### src/rtl/dm_cache_if.sv
// Bus bundles for dm_cache: CPU-side load/store port and
// memory-side word req/ack port.
interface dm_cpu_if #(
    parameter int ADDR_W = 16
);
    logic              cpu_req;
    logic              cpu_we;
    logic [3:0]        cpu_wstrb;
    logic [ADDR_W-1:0] cpu_addr;
    logic [31:0]       cpu_wdata;
    logic [31:0]       cpu_rdata;
    logic              cpu_stall;

    modport master (
        output cpu_req, cpu_we, cpu_wstrb, cpu_addr, cpu_wdata,
        input  cpu_rdata, cpu_stall
    );

    modport slave (
        input  cpu_req, cpu_we, cpu_wstrb, cpu_addr, cpu_wdata,
        output cpu_rdata, cpu_stall
    );
endinterface

interface dm_mem_if #(
    parameter int ADDR_W = 16
);
    logic              mem_req;
    logic              mem_we;
    logic [ADDR_W-1:0] mem_addr;
    logic [3:0]        mem_wstrb;
    logic [31:0]       mem_wdata;
    logic [31:0]       mem_rdata;
    logic              mem_ack;

    modport master (
        output mem_req, mem_we, mem_addr, mem_wstrb, mem_wdata,
        input  mem_rdata, mem_ack
    );

    modport slave (
        input  mem_req, mem_we, mem_addr, mem_wstrb, mem_wdata,
        output mem_rdata, mem_ack
    );
endinterface

### src/rtl/dm_cache.sv
// Direct-mapped, write-through, no-write-allocate data cache
// between the MEM stage and unified memory.
module dm_cache #(
    parameter int LINES  = 16,
    parameter int WPL    = 4,
    parameter int ADDR_W = 16
) (
    input  logic          clk,
    input  logic          rst,
    dm_cpu_if.slave       cpu,
    dm_mem_if.master      mem,
    output logic [15:0]   hit_cnt,
    output logic [15:0]   miss_cnt
);
    localparam int OW = $clog2(WPL);
    localparam int IW = $clog2(LINES);
    localparam int LB = OW + 2;
    localparam int TW = ADDR_W - LB - IW;

    typedef enum logic [1:0] {
        IDLE, REFILL, WRITE, RESP
    } state_e;

    state_e            state_q;
    logic [LINES-1:0]  valid_q;
    logic [TW-1:0]     tag_q [LINES];
    logic [31:0]       data_q [LINES][WPL];
    logic [OW-1:0]     beat_q;
    logic              mem_req_q;
    logic              mem_we_q;
    logic [ADDR_W-1:0] mem_addr_q;
    logic [3:0]        mem_wstrb_q;
    logic [31:0]       mem_wdata_q;
    logic [15:0]       hit_q, hit_d;
    logic [15:0]       miss_q, miss_d;

    logic [OW-1:0] wrd;
    logic [IW-1:0] idx;
    logic [TW-1:0] tag;
    logic          hit;
    logic          ack;
    logic          last;
    logic          unused_addr;

    assign wrd  = cpu.cpu_addr[LB-1:2];
    assign idx  = cpu.cpu_addr[LB+IW-1:LB];
    assign tag  = cpu.cpu_addr[ADDR_W-1:LB+IW];
    assign hit  = valid_q[idx] && (tag_q[idx] == tag);
    assign ack  = mem_req_q & mem.mem_ack;
    assign last = (beat_q == OW'(WPL - 1));
    assign unused_addr = ^cpu.cpu_addr[1:0];

    assign hit_d  = (hit_q == 16'hFFFF) ? hit_q : hit_q + 16'd1;
    assign miss_d = (miss_q == 16'hFFFF) ? miss_q : miss_q + 16'd1;

    // Outputs are forced quiet while reset is held.
    assign cpu.cpu_stall = rst & (
        ((state_q == IDLE) & cpu.cpu_req & (cpu.cpu_we | ~hit)) |
        (state_q == REFILL) | (state_q == WRITE));
    assign cpu.cpu_rdata = rst ? data_q[idx][wrd] : 32'd0;

    assign mem.mem_req   = mem_req_q;
    assign mem.mem_we    = mem_we_q;
    assign mem.mem_addr  = mem_addr_q;
    assign mem.mem_wstrb = mem_wstrb_q;
    assign mem.mem_wdata = mem_wdata_q;
    assign hit_cnt       = hit_q;
    assign miss_cnt      = miss_q;

    always_ff @(posedge clk) begin
        if (!rst) begin
            state_q     <= IDLE;
            valid_q     <= '0;
            beat_q      <= '0;
            mem_req_q   <= 1'b0;
            mem_we_q    <= 1'b0;
            mem_addr_q  <= '0;
            mem_wstrb_q <= '0;
            mem_wdata_q <= '0;
            hit_q       <= '0;
            miss_q      <= '0;
        end else begin
            unique case (state_q)
                IDLE: begin
                    if (cpu.cpu_req) begin
                        if (hit) hit_q <= hit_d;
                        else     miss_q <= miss_d;
                        if (cpu.cpu_we) begin
                            mem_req_q   <= 1'b1;
                            mem_we_q    <= 1'b1;
                            mem_addr_q  <= {cpu.cpu_addr[ADDR_W-1:2], 2'b00};
                            mem_wstrb_q <= cpu.cpu_wstrb;
                            mem_wdata_q <= cpu.cpu_wdata;
                            state_q     <= WRITE;
                        end else if (!hit) begin
                            mem_req_q  <= 1'b1;
                            mem_we_q   <= 1'b0;
                            mem_addr_q <= {cpu.cpu_addr[ADDR_W-1:LB], {LB{1'b0}}};
                            beat_q     <= '0;
                            state_q    <= REFILL;
                        end
                    end
                end
                REFILL: begin
                    if (ack) begin
                        beat_q     <= beat_q + OW'(1);
                        mem_addr_q <= mem_addr_q + ADDR_W'(4);
                        if (last) begin
                            mem_req_q    <= 1'b0;
                            valid_q[idx] <= 1'b1;
                            tag_q[idx]   <= tag;
                            state_q      <= RESP;
                        end
                    end
                end
                WRITE: begin
                    if (ack) begin
                        mem_req_q <= 1'b0;
                        mem_we_q  <= 1'b0;
                        state_q   <= RESP;
                    end
                end
                RESP: state_q <= IDLE;
                default: state_q <= IDLE;
            endcase
        end
    end

    // Line data: refill beats and store-hit byte merges.
    always_ff @(posedge clk) begin
        if (rst) begin
            if (state_q == REFILL && ack) begin
                data_q[idx][beat_q] <= mem.mem_rdata;
            end else if (state_q == IDLE && cpu.cpu_req &&
                         cpu.cpu_we && hit) begin
                for (int b = 0; b < 4; b++) begin
                    if (cpu.cpu_wstrb[b]) begin
                        data_q[idx][wrd][8*b +: 8] <= cpu.cpu_wdata[8*b +: 8];
                    end
                end
            end
        end
    end
endmodule

### src/flat_wrapper.sv
// flat-port wrapper written by rule: the top's interface ports become plain ports
module dm_cache_flat 
#(
    parameter int LINES  = 16,
    parameter int WPL    = 4,
    parameter int ADDR_W = 16
)
  (clk, rst, hit_cnt, miss_cnt, cpu_cpu_req, cpu_cpu_we, cpu_cpu_wstrb, cpu_cpu_addr, cpu_cpu_wdata, cpu_cpu_rdata, cpu_cpu_stall, mem_mem_req, mem_mem_we, mem_mem_addr, mem_mem_wstrb, mem_mem_wdata, mem_mem_rdata, mem_mem_ack);
  dm_cpu_if #(.ADDR_W(ADDR_W)) cpu_i ();
  dm_mem_if #(.ADDR_W(ADDR_W)) mem_i ();
  input  logic clk;
  input  logic rst;
  output logic [15:0] hit_cnt;
  output logic [15:0] miss_cnt;
  input wire logic [$bits(cpu_i.cpu_req)-1:0] cpu_cpu_req;
  input wire logic [$bits(cpu_i.cpu_we)-1:0] cpu_cpu_we;
  input wire logic [$bits(cpu_i.cpu_wstrb)-1:0] cpu_cpu_wstrb;
  input wire logic [$bits(cpu_i.cpu_addr)-1:0] cpu_cpu_addr;
  input wire logic [$bits(cpu_i.cpu_wdata)-1:0] cpu_cpu_wdata;
  output wire logic [$bits(cpu_i.cpu_rdata)-1:0] cpu_cpu_rdata;
  output wire logic [$bits(cpu_i.cpu_stall)-1:0] cpu_cpu_stall;
  output wire logic [$bits(mem_i.mem_req)-1:0] mem_mem_req;
  output wire logic [$bits(mem_i.mem_we)-1:0] mem_mem_we;
  output wire logic [$bits(mem_i.mem_addr)-1:0] mem_mem_addr;
  output wire logic [$bits(mem_i.mem_wstrb)-1:0] mem_mem_wstrb;
  output wire logic [$bits(mem_i.mem_wdata)-1:0] mem_mem_wdata;
  input wire logic [$bits(mem_i.mem_rdata)-1:0] mem_mem_rdata;
  input wire logic [$bits(mem_i.mem_ack)-1:0] mem_mem_ack;
  assign cpu_i.cpu_req = cpu_cpu_req;
  assign cpu_i.cpu_we = cpu_cpu_we;
  assign cpu_i.cpu_wstrb = cpu_cpu_wstrb;
  assign cpu_i.cpu_addr = cpu_cpu_addr;
  assign cpu_i.cpu_wdata = cpu_cpu_wdata;
  assign cpu_cpu_rdata = cpu_i.cpu_rdata;
  assign cpu_cpu_stall = cpu_i.cpu_stall;
  assign mem_mem_req = mem_i.mem_req;
  assign mem_mem_we = mem_i.mem_we;
  assign mem_mem_addr = mem_i.mem_addr;
  assign mem_mem_wstrb = mem_i.mem_wstrb;
  assign mem_mem_wdata = mem_i.mem_wdata;
  assign mem_i.mem_rdata = mem_mem_rdata;
  assign mem_i.mem_ack = mem_mem_ack;
  dm_cache #(.LINES(LINES), .WPL(WPL), .ADDR_W(ADDR_W)) u_core (.clk(clk), .rst(rst), .cpu(cpu_i), .mem(mem_i), .hit_cnt(hit_cnt), .miss_cnt(miss_cnt));
endmodule
### config.mk
export PLATFORM = sky130hd
export DESIGN_NAME = dm_cache_flat
export DESIGN_NICKNAME = d
export VERILOG_FILES = /design/src/rtl/dm_cache_if.sv /design/src/rtl/dm_cache.sv /design/src/flat_wrapper.sv
export SDC_FILE = /design/constraint.sdc
export NUM_CORES = 2
export LEC_CHECK = 0
export ABC_CLOCK_PERIOD_IN_PS = 4720
export BUFFER_PORTS_ARGS = -buffer_cell sky130_fd_sc_hd__buf_2
export CAP_MARGIN = 20
export CORE_MARGIN = 8
export CORE_UTILIZATION = 40
export DETAILED_ROUTE_END_ITERATION = 6
export MAX_ROUTING_LAYER = met4
export SLEW_MARGIN = 20
export SYNTH_ARGS = -nofsm -noshare
export SYNTH_HDL_FRONTEND = slang
export SYNTH_SLANG_ARGS = --single-unit
export TNS_END_PERCENT = 1
### constraint.sdc
create_clock -name clk -period 4.72 [get_ports clk]
set_input_delay 0.236 -clock clk [delete_from_list [all_inputs] [get_ports clk]]
set_output_delay 0.236 -clock clk [all_outputs]
set_load 0.05 [all_outputs]
==> flow_metrics.py <==
metrics = {
    "status": {
        "status": "finished clean",
    },
    "final_layout": {
        "finalNetCount": 4960,
        "layout-drive-gt1-share": 0.354,
        "final_common_cell": "edfxtp_1",
        "stdcell_area_sq_mm": 0.106,
        "fin_util": 0.466,
        "final_cell_mix": "edfxtp_1 (2176), mux4_2 (703), buf_4 (358)",
        "stdcell_count": 8069,
        "area_growth_pct": 16.4,
    },
    "cts": {
        "cts_made_buffers": 227,
        "tritoncts": "yes",
        "clkLatencyLatePin_ps": 890,
        "clk_pin_slew_ps": 70,
        "clock_sinks": 2280,
        "clock_path_buffers": 3,
        "h-tree-depth": 4,
        "cts-root-buf": "clkbuf_16",
    },
    "setup_path": {
        "r2r_start": "u_core.tag_q[15][4]$_DFFE_PP_",
        "rr_endpoint": "u_core.data_q[4][26]$_DFFE_PP_",
        "reg2reg_depth": 9,
        "start_kind": "input port",
        "critPathCaptureType": "output port",
        "cp_data_required_time_ps": 4480,
        "ff2ff_setup_slack_ps": 510,
        "critPathMaxFanout": 120,
        "arrival_ps": 4370,
        "crit_type": "input port to output port",
    },
    "synth": {
        "synth_top_family_by_area": "multiplexers",
        "synth_cell_types": 61,
        "syn-instance-count": 4259,
        "synth_top_area_frac": 0.720,
        "yosys_warnings": 0,
        "synth.area.top_cells": "edfxtp_1 (72%), mux4_2 (17%), dfxtp_1 (2.3%)",
        "synth-seq-cells": 2280,
        "ys_seq_area_frac": 0.743,
        "synth_simple_gate_area_frac": 0.0295,
        "synthFlopType": "edfxtp_1",
        "muxShareOfSynthArea": 0.194,
        "synthArstFlopShare": 0,
        "synthAdderAreaFrac": 0.00152,
        "yosysTopAreaCell": "edfxtp_1",
        "syn_area_sq_mm": 0.0907,
        "synth-edff-count": 2176,
        "synth_xor_area_frac": 0.000676,
        "synth-compound-area-share": 0.0175,
        "syn_avg_cell_area_sq_um": 21.3,
    },
    "timing": {
        "layout_min_cycle_time_ps": 4610,
        "tns_ps": 0,
        "whs_ps": 82.4,
        "max_slew_margin": 0.247,
        "tightest_slew_ps": 1130,
        "hold_violations": 0,
        "clock.fmax_mhz": 217,
        "setup_ws_ps": 110,
        "slew_viol_final": 0,
        "skew_ps": 82.2,
        "grt_setup_unrepaired": "false",
        "setup_viol": 0,
        "fin_crit_sh": 0.977,
    },
    "route": {
        "drc": 0,
        "postRouteAntennaNets": 0,
        "drtIter0Drc": 4595,
        "drt-total-wl_mm": 236,
        "drt-wirelength-per-cell_um": 29.3,
        "vias_per_cell": 5.64,
        "dr_total_vias": 45530,
        "first_pass_iters": 5,
    },
    "power": {
        "power_density_mw_per_mm2": 410,
        "power_mw": 43.3,
        "p_leak_nw": 33.7,
        "vdd_drop_max_v": 0.000405,
    },
    "floorplanning": {
        "die_x_um": 492,
        "core-area_sq_mm": 0.226,
        "start_util": 0.401,
        "die_y_um": 492,
        "fp-row-count": 175,
        "io_pins": 208,
        "die_area_sq_mm": 0.242,
    },
    "grt": {
        "antenna_found_initial": 26,
        "grt_pass1_wl_mm": 338,
        "grt_overflow": 0,
        "groute.usage.overall": 0.197,
        "grt_start_max_net_pins": 147,
        "grt_pass1_vias": 46422,
    },
    "placement": {
        "portBuffers": 203,
        "dp_slack_ps": 274,
        "dpl_cell_area_sq_mm": 0.0975,
        "hpwl_mm": 149,
        "placed_cells": 7574,
        "gp_congestion": 0.801,
    },
    "run": {
        "max-cap-violations": 0,
    },
    "hold_path": {
        "hold_end": "u_core.data_q[9][75]$_DFFE_PP_",
        "min_from": "mem_mem_rdata[11]",
        "hold_class": "input port to flip-flop",
        "whs_path_depth": 2,
    },
}
==> sequential cells by signal, summed over array words and instances (netlist names), 2 cells and up <==
signal and cells:
u_core.miss_cnt 16, u_core.mem.mem_addr 14, u_core.valid_q 16, u_core.state_q 2
u_core.tag_q 128, u_core.mem.mem_wstrb 4, u_core.mem.mem_wdata 32, u_core.beat_q 2
u_core.hit_cnt 16, u_core.data_q 2048
==> where the power goes <==
part,leakage (nW),internal [mW],switching (mW)
logic,9.78,1.12,2.15
registers,20.4,22.2,0.0888
clock network,3.53,9.96,7.73
==> what timing repair did <==
item                                   4_1_cts  5_1_grt
resized for setup                            0        5
hold buffers                                66        0
endpoints found under the hold margin      537        0
setup endpoints to repair                    0        9
buffers inserted                             0        0
==> layout make-up <==
class | instances | area, sq um
well taps | 3009 | 3760
fillers | 18939 | 121000
diodes | 10 | 25.0
repair buffers | 640 | 4720
flip-flops and latches | 2280 | 67400
multi-input cells | 1695 | 22300
clock inverters | 136 | 1320
inverters | 16 | 70.1
clock buffers | 283 | 5960
==> critical path, stage by stage <==
cell	delay, ps
dlygate4sd3_1	570
buf_8	280
buf_12	450
buf_12	660
mux4_2	450
mux4_2	570
mux4_2	540
and2_1	190
buf_2	210
==> kinds of logic after synthesis <==
kind of cell | after synthesis
adder cells (fa/ha/maj) | 11
AND/OR/NAND/NOR | 559
multiplexers | 863
flip-flops | 2280
AO/OA/AOI/OAI | 253
XOR/XNOR | 7
buffers and inverters | 285
other | 1
==> cell usage after synthesis, drive strengths merged (26+ instances only) <==
| cell type | instances |
|---|---|
| nand2 | 129 |
| dfxtp | 104 |
| o21ai | 26 |
| mux2 | 133 |
| and2 | 37 |
| mux4 | 703 |
| mux2i | 27 |
| buf | 96 |
| a21oi | 140 |
| nand3 | 34 |
| clkbuf | 173 |
| edfxtp | 2176 |
| nor2 | 247 |
==> per-layer routing <==
layer / global-route usage / vias to the layer above / wire, um / part of all wire
met5: - / - / 0 / 0
met2: 0.312 / 1704 / 115000 / 0.49
met1: 0.267 / 24434 / 96800 / 0.41
li1: - / 19045 / - / -
met4: 0.0570 / 0 / 7190 / 0.030
met3: 0.0340 / 347 / 17100 / 0.072
==> worst max-delay path by stage <==
stage	from	end	slack, ps	cells past startpoint
detailed placement	cpu_cpu_addr[7]	u_core.data_q[0][42]$_DFFE_PP_	270	10
global route	u_core.tag_q[15][4]$_DFFE_PP_	cpu_cpu_stall	10	9
finish	cpu_cpu_addr[5]	cpu_cpu_rdata[26]	110	9
global placement	cpu_cpu_addr[6]	u_core.data_q[12][64]$_DFFE_PP_	270	12
CTS	cpu_cpu_addr[5]	cpu_cpu_rdata[1]	9	9
floorplan	cpu_cpu_addr[5]	u_core.data_q[11][10]$_DFFE_PP_	490	16
(Power assumes the default switching activity.)
